`src/rtl/memory_writer_pkg.sv`:
```
// Shared geometry and FSM encoding for the 3x3-window image pipeline back end.
`timescale 1ns/1ps
package memory_writer_pkg;

    // A 3x3 window trims one pixel from each border of the input image
    localparam int IMG_IN_W     = 100;
    localparam int IMG_IN_H     = 100;
    localparam int IMG_OUT_W    = IMG_IN_W - 2;
    localparam int IMG_OUT_H    = IMG_IN_H - 2;
    localparam int FRAME_PIXELS = IMG_OUT_W * IMG_OUT_H;
    localparam int MEM_ADDR_W   = 14;

    typedef enum logic [1:0] {
        ST_IDLE  = 2'd0,
        ST_WRITE = 2'd1,
        ST_DONE  = 2'd2
    } wr_state_t;

endpackage

```
`src/rtl/memory_writer_saturate.sv`:
```
// Combinational clamp of a signed filter result into an unsigned stored pixel.
`timescale 1ns/1ps
module pix_saturate #(
    parameter int IN_W  = 16,
    parameter int PIX_W = 8
) (
    input  logic signed [IN_W-1:0]  din,
    output logic        [PIX_W-1:0] dout
);

    // Negative clamps to zero; any set bit above the pixel field clamps to full scale
    always_comb begin
        dout = din[PIX_W-1:0];
        if (din[IN_W-1]) begin
            dout = '0;
        end else if (|din[IN_W-2:PIX_W]) begin
            dout = '1;
        end
    end

endmodule

```
`src/rtl/memory_writer.sv`:
```
// Writes one frame of saturated filter results into the output image RAM in raster order.
`timescale 1ns/1ps
module memory_writer
    import memory_writer_pkg::*;
#(
    parameter int OUT_W  = IMG_OUT_W,
    parameter int OUT_H  = IMG_OUT_H,
    parameter int ADDR_W = MEM_ADDR_W,
    parameter int IN_W   = 16,
    parameter int PIX_W  = 8
) (
    input  logic                    clk,
    input  logic                    rst,
    input  logic                    start,
    input  logic signed [IN_W-1:0]  pix_in,
    input  logic                    pix_valid,
    output logic                    pix_ready,
    output logic                    ram_we,
    output logic        [ADDR_W-1:0] ram_addr,
    output logic        [PIX_W-1:0]  ram_din,
    output logic                    busy,
    output logic                    frame_done,
    output logic        [ADDR_W-1:0] pix_count
);

    localparam int COL_W = (OUT_W > 1) ? $clog2(OUT_W) : 1;
    localparam int ROW_W = (OUT_H > 1) ? $clog2(OUT_H + 1) : 1;

    localparam logic [COL_W-1:0]  COL_LAST  = COL_W'(OUT_W - 1);
    localparam logic [ADDR_W-1:0] ROW_STEP  = ADDR_W'(OUT_W);
    localparam logic [ADDR_W-1:0] LAST_BEAT = ADDR_W'(OUT_W * OUT_H - 1);

    wr_state_t state;
    wr_state_t state_next;

    logic [ROW_W-1:0]  row;
    logic [COL_W-1:0]  col;
    logic [ADDR_W-1:0] row_base;
    logic [ADDR_W-1:0] beat_addr;
    logic [PIX_W-1:0]  pix_sat;
    logic              accept;
    logic              arm;

    assign pix_ready  = (state == ST_WRITE);
    assign busy       = (state == ST_WRITE);
    assign frame_done = (state == ST_DONE);
    assign accept     = pix_valid && pix_ready;
    assign arm        = (state == ST_IDLE) && start;

    // row_base steps by one row width on each wrap, so the address needs no multiplier
    assign beat_addr = row_base + ADDR_W'(col);

    pix_saturate #(
        .IN_W  (IN_W),
        .PIX_W (PIX_W)
    ) u_sat (
        .din  (pix_in),
        .dout (pix_sat)
    );

    always_ff @(posedge clk or negedge rst) begin
        if (!rst) begin
            state <= ST_IDLE;
        end else begin
            state <= state_next;
        end
    end

    always_comb begin
        state_next = state;
        case (state)
            ST_IDLE: begin
                if (start) begin
                    state_next = ST_WRITE;
                end
            end
            ST_WRITE: begin
                if (accept && (pix_count == LAST_BEAT)) begin
                    state_next = ST_DONE;
                end
            end
            ST_DONE: begin
                state_next = ST_IDLE;
            end
            default: begin
                state_next = ST_IDLE;
            end
        endcase
    end

    always_ff @(posedge clk or negedge rst) begin
        if (!rst) begin
            ram_we    <= 1'b0;
            ram_addr  <= '0;
            ram_din   <= '0;
            pix_count <= '0;
            row       <= '0;
            col       <= '0;
            row_base  <= '0;
        end else begin
            ram_we <= accept;
            if (arm) begin
                pix_count <= '0;
                row       <= '0;
                col       <= '0;
                row_base  <= '0;
            end else if (accept) begin
                ram_addr  <= beat_addr;
                ram_din   <= pix_sat;
                pix_count <= pix_count + 1'b1;
                if (col == COL_LAST) begin
                    col      <= '0;
                    row      <= row + 1'b1;
                    row_base <= row_base + ROW_STEP;
                end else begin
                    col <= col + 1'b1;
                end
            end
        end
    end

endmodule

```
`config.mk`:
```
export PLATFORM = sky130hd
export DESIGN_NAME = memory_writer
export DESIGN_NICKNAME = d
export VERILOG_FILES = /design/src/rtl/memory_writer_pkg.sv /design/src/rtl/memory_writer_saturate.sv /design/src/rtl/memory_writer.sv
export SDC_FILE = /design/constraint.sdc
export NUM_CORES = 1
export LEC_CHECK = 0
export ABC_AREA = 0
export BUFFER_PORTS_ARGS = -buffer_cell sky130_fd_sc_hd__buf_4
export CAP_MARGIN = 20
export CORE_UTILIZATION = 55
export DETAILED_ROUTE_END_ITERATION = 7
export PLACE_DENSITY = 0.83
export SYNTH_ARGS = -nofsm -noshare
export SYNTH_HDL_FRONTEND = slang
export SYNTH_SLANG_ARGS = --single-unit
```
`constraint.sdc`:
```
create_clock -name clk -period 5.55 [get_ports clk]
set_input_delay 0.555 -clock clk [delete_from_list [all_inputs] [get_ports clk]]
set_output_delay 0.555 -clock clk [all_outputs]
set_load 0.01 [all_outputs]
```
==> flow_summary.json, run 1 <==
{
  "hold_viol": 0,
  "synth_fp_nets": 359,
  "ant_nets": 0,
  "grt_usage_pct": 24.24,
  "cts_made_buffers": 9,
  "end_kind": "register",
  "total_power_mw": 1.365,
  "grt_max_degree": 60,
  "row_count": 27,
  "synth_ff_type": "dfrtp_1",
  "p_leak_nw": 1.797,
  "clk_latency_ns": 0.34,
  "fp.dieH_um": 77.33,
  "slew_headroom_pct": 50.58,
  "cp.required_ns": 5.77,
  "cp_cell_sequence": "nand3b_1 > buf_4 > inv_1 > a41oi_4 > nor3_1 > xnor2_1 > nor2_1",
  "rsz0062_at_grt": "false",
  "synthTopCellsByArea": "dfrtp_1 47%, nand2_1 5.9%, xor2_1 5.6%",
  "h-tree-depth": 3,
  "clkSinkCount": 59,
  "grt_pass1_wl_um": 11230,
  "regArea_um2": 1476,
  "die-area_um2": 5979,
  "dp_cells": 447,
  "fill_cells": 426,
  "yosys.area.top_type": "dfrtp_1",
  "routed_wl_um": 6499,
  "synth-edff-count": 0,
  "cts_tree": "yes",
  "setup_tns_ns": 0,
  "clock.fmax_ghz": 0.4545,
  "io_pins": 60,
  "fp.coreArea_um2": 5473,
  "min_period_ns": 2.200,
  "clkTransAtPathRegs_ns": 0.06,
  "grt-ovfl-total": 0,
  "routabilityCongestion": 0.8096,
  "setup_viol": 0,
  "whs_ns": 0.2697,
  "seq_area_frac_synth_pct": 47.31,
  "worst_pin_slew_ns": 0.7413,
  "place_hpwl_um": 4489,
  "fp.dieW_um": 77.33,
  "antenna_found_initial": 0,
  "fin_crit_sh_pct": 39.64,
  "cts_buffer_depth": 2,
  "yosys_warnings": 0,
  "hold_buffers": 0,
  "avgSynthCellArea_um2": 9.514,
  "syn_to_final_growth_pct": 22.33,
  "cp-start-kind": "register",
  "finalNonFillerCells": 463,
  "skew_ns": 0.006502,
  "outcome": "finished, final reports clean",
  "cts_root_buf": "clkbuf_8",
  "wire_per_inst_um": 14.04,
  "multi_input_area_um2": 1572,
  "powerDensity_nw_per_um2": 357.7,
  "nets": 417,
  "hold_class": "input port to async pin",
  "ys_types": 41,
  "post-synth-top-count-cell": "dfrtp_1",
  "ys_seq_elements": 59,
  "ir_worst_vdd_v": 0.0002008,
  "port-buffer-count": 59,
  "drv_cap": 0,
  "postSynthCellCount": 328,
  "vias": 2531,
  "route.detailed.drc": 0,
  "report.final.slew_viol_count": 0,
  "slowest_stage": "buf_4",
  "start_util_pct": 57.02,
  "max_stage_delay_ns": 0.46,
  "critical_path_class": "register to register",
  "dr.pass1.iters": 4,
  "post_cts_resized": 0,
  "synth_top_area_share_pct": 47.31,
  "drive_gt1_share_pct": 21.99,
  "drtIter0Drc": 163,
  "cts_setup_buffers": 0,
  "ys_async_sr_fraction_pct": 100.0,
  "netlist_top_cells_count": "59 x dfrtp_1, 49 x nand2_1, 46 x nor2_1",
  "grt_pass1_vias": 2414,
  "critPathArrivalTime_ns": 2.42,
  "insertedDiodeCount": 0,
  "crit_path_max_fanout": 57,
  "syn_area_um2": 3120,
  "drt-vias-per-instance": 5.467
}
==> layer usage <==
| layer | routed length [um] | global-route usage (%) | vias to the layer above |
|---|---|---|---|
| met5 | 0 | 0 | - |
| met4 | 131 | 12.45 | 0 |
| met3 | 358 | 5.952 | 10 |
| met2 | 2973 | 36.81 | 80 |
| met1 | 3036 | 32.08 | 1192 |
| li1 | - | - | 1249 |
==> flip-flops by register name, indices dropped and copies added (netlist names) <==
| register | flops |
|---|---|
| ram_addr | 14 |
| ram_din | 8 |
| ram_we | 1 |
| row_base | 13 |
| pix_count | 14 |
| state | 2 |
| col | 7 |
==> path summary, 6_finish.rpt <==
check                       startpoint          end  cells after the start  slack, ns
min reg2reg                ram_addr[4]  ram_addr[4]                      2       0.48
max reg2reg                   state[1]  row_base[9]                      7       3.35
min                                rst   ram_din[0]                      1       0.27
min in group clk            pix_in[15]   ram_din[4]                      2       0.46
max in group asynchronous          rst  row_base[5]                      1       4.78
max                           state[1]  row_base[9]                      7       3.35
==> cell type report <==
| class | instances | area share, % |
|---|---|---|
| multi-input cells | 252 | 41.17 |
| well taps | 72 | 2.360 |
| clock buffers | 16 | 5.506 |
| inverters | 3 | 0.2950 |
| repair buffers | 61 | 12.00 |
| flip-flops and latches | 59 | 38.68 |
==> cell families (layout without fill, tap and decap cells) <==
family / count (synthesis) / in the layout / share of synthesized area [%]
AOI/OAI and AO/OA: 51 / 51 / 11.07
adders and majority gates: 11 / 11 / 4.651
xor gates and xnor gates: 34 / 34 / 9.543
other: 1 / 1 / 0.1202
buffers and inverters: 17 / 80 / 2.486
DFF: 59 / 59 / 47.31
muxes: 3 / 3 / 0.9623
and+or+nand+nor: 152 / 152 / 23.86
==> critical path: cells and delay by family, from the launching register on <==
kind,cells,cell delay [ns]
XOR/XNOR,1,0.17
flip-flops,1,0.41
AND/OR/NAND/NOR,3,0.31
AO/OA/AOI/OAI,1,0.39
buffers and inverters,2,0.80
==> cell usage in the layout (no fill, tap or decap), types with 7 or more instances in the layout <==
| cell type | Yosys | routed |
|---|---|---|
| a21oi_1 | 11 | 11 |
| buf_4 | 2 | 61 |
| xor2_1 | 20 | 20 |
| dfrtp_1 | 59 | 59 |
| ha_1 | 10 | 10 |
| o21ai_0 | 22 | 22 |
| nor3_1 | 7 | 7 |
| xnor2_1 | 14 | 14 |
| nand3_1 | 13 | 13 |
| nor2_1 | 46 | 46 |
| clkbuf_8 | 0 | 15 |
| nand2_1 | 49 | 49 |
| o31ai_1 | 9 | 9 |
| nand4_1 | 8 | 8 |
==> through the flow <==
| stage | util [%] | instance area, um2 | worst slack (ns) |
|---|---|---|---|
| after floorplan | - | 3120 | 3.797 |
| final | 69.75 | 3817 | 3.350 |
| after global routing | 69.75 | 3817 | 3.158 |
| after detailed placement | 65.91 | 3607 | 3.116 |
| after global placement | 65.91 | 3607 | 3.194 |
| after CTS | 69.75 | 3817 | 3.341 |
==> power breakdown <==
group	total, mW	internal (mW)	switching [mW]
sequential	0.619	0.511	0.108
clock	0.395	0.236	0.159
combinational	0.352	0.169	0.182
(Power assumes the default switching activity.)
==> run 2: changes to the inputs <==
Clock period 5.55 ns to 2.18 ns, I/O delays scaled along.
==> flow_summary.json, run 2 (same netlist as run 1, synthesis figures left out) <==
{
  "switching_share_pct": 33.84,
  "ir_worst_vdd_v": 0.0006585,
  "critical_path_class": "register to register",
  "setup_viol": 0,
  "whs_ns": 0.1222,
  "cts_buffer_depth": 2,
  "antenna_found_initial": 0,
  "end_kind": "register",
  "grt_pass1_vias": 2450,
  "nets": 421,
  "place_hpwl_um": 4484,
  "netSwitchingPower_mw": 1.171,
  "wire_per_inst_um": 13.82,
  "p_int_mw": 2.289,
  "start_util_pct": 57.02,
  "clkTransAtPathRegs_ns": 0.07,
  "fin_crit_sh_pct": 90.11,
  "vias": 2537,
  "dp_cells": 450,
  "fp.dieH_um": 77.33,
  "rsz0062_at_grt": "false",
  "finalNonFillerCells": 467,
  "r2r-start": "row_base[1]",
  "fp.dieW_um": 77.33,
  "setup_ws_ns": 0.2157,
  "drt-vias-per-instance": 5.433,
  "place_worst_setup_slack_ns": 0.1901,
  "dr_wl_met2_um": 3037,
  "drive_gt1_share_pct": 23.04,
  "clock.fmax_ghz": 0.5091,
  "routabilityCongestion": 0.8474,
  "drt-met1-wl_um": 2952,
  "drv_cap": 0,
  "die-area_um2": 5979,
  "highest_layer": "met4",
  "grt_max_degree": 60,
  "skew_ns": 0.009991,
  "reg_top3": "pix_count x14, ram_addr x14, row_base x13",
  "worst_pin_slew_ns": 0.7390,
  "powerDensity_nw_per_um2": 900.2,
  "cp-start-kind": "register",
  "min-delay-start": "pix_in[15]",
  "slew_headroom_pct": 50.73,
  "drtIter0Drc": 200,
  "insertedDiodeCount": 0,
  "hold_class": "input port to register",
  "clk_latency_ns": 0.34,
  "min_period_ns": 1.964,
  "hold_viol": 0,
  "cp.required_ns": 2.39,
  "clkSinkCount": 59,
  "io_pins": 60,
  "total_power_mw": 3.460,
  "syn_to_final_growth_pct": 23.18,
  "comb_power_share_pct": 27.7,
  "grt_usage_pct": 24.10,
  "wl_met3_um": 338,
  "row_count": 27,
  "p_seq_share_pct": 44.3,
  "routed_wl_um": 6456,
  "port-buffer-count": 59,
  "final_cell_mix": "64 x buf_4, 59 x dfrtp_1, 49 x nand2_1",
  "grt-ovfl-total": 0,
  "final_common_cell": "buf_4",
  "cts_root_buf": "clkbuf_8",
  "fp.coreArea_um2": 5473,
  "pwr-share-clk_pct": 28.0,
  "route.detailed.drc": 0,
  "grt_pass1_wl_um": 11120,
  "h-tree-depth": 3,
  "critPathArrivalTime_ns": 2.17,
  "setup_tns_ns": 0,
  "crit_path_max_fanout": 6,
  "report.final.slew_viol_count": 0,
  "outcome": "finished, final reports clean",
  "p_leak_nw": 1.799,
  "cts_tree": "yes",
  "ant_nets": 0,
  "worstSetupStartpoint": "row_base[1]",
  "cts_made_buffers": 9,
  "dr.pass1.iters": 4
}
## run 2: final cells by class
| class | instances | area, um2 |
|---|---|---|
| inverters | 3 | 11.26 |
| fillers | 430 | 1629 |
| flip-flops and latches | 59 | 1476 |
| clock inverters | 3 | 20.02 |
| repair buffers | 65 | 490.5 |
| clock buffers | 13 | 178.9 |
| multi-input cells | 252 | 1577 |
| well taps | 72 | 90.09 |
## run 2: worst paths after layout
| path | end | slack (ns) | cells past startpoint |
|---|---|---|---|
| worst max-delay path | ram_addr[12] | 0.22 | 7 |
| worst min-delay path | ram_din[7] | 0.12 | 2 |
| worst max register to register | ram_addr[12] | 0.22 | 7 |
| worst min register to register | ram_din[5] | 0.48 | 2 |
| max in group asynchronous | state[1] | 1.19 | 2 |
| min in group asynchronous | ram_addr[0] | 0.47 | 2 |
## run 2: per-layer routing
metal  vias to the layer above  GRT usage (%)
met3                        11          6.905
met1                      1190          31.05
li1                       1265              -
met4                         0          9.811
met2                        71          38.05
met5                         -              0
## run 2: power by group through the flow
stage          logic (mW)  registers (mW)  clock network (mW)
6_report            0.959            1.53               0.968
5_1_grt              1.08            1.57                1.04
4_1_cts             0.964            1.53               0.992
3_5_place_dp        0.956            1.55                   0
3_3_place_gp        0.931            1.54                   0
2_1_floorplan       0.512            1.58                   0
## run 2: repair_timing
action,in CTS,in global routing
hold buffers,1,0
setup endpoints to repair,0,1
buffers inserted,0,0
endpoints found under the hold margin,59,0
gates resized for setup,0,1
## run 2: through the flow
stage          instance area, um2  util, %
2_1_floorplan                3120        -
3_3_place_gp                 3630    66.32
3_5_place_dp                 3630    66.32
4_1_cts                      3839    70.14
5_1_grt                      3844    70.23
6_report                     3844    70.23
## run 2: critical path, stage by stage (launching register included)
cell and delay, ns:
dfrtp_1 0.47, inv_1 0.09, fa_1 0.43, nor2b_1 0.18, o31ai_2 0.11, a211oi_1 0.29, xnor2_1 0.16, o21ai_0 0.09
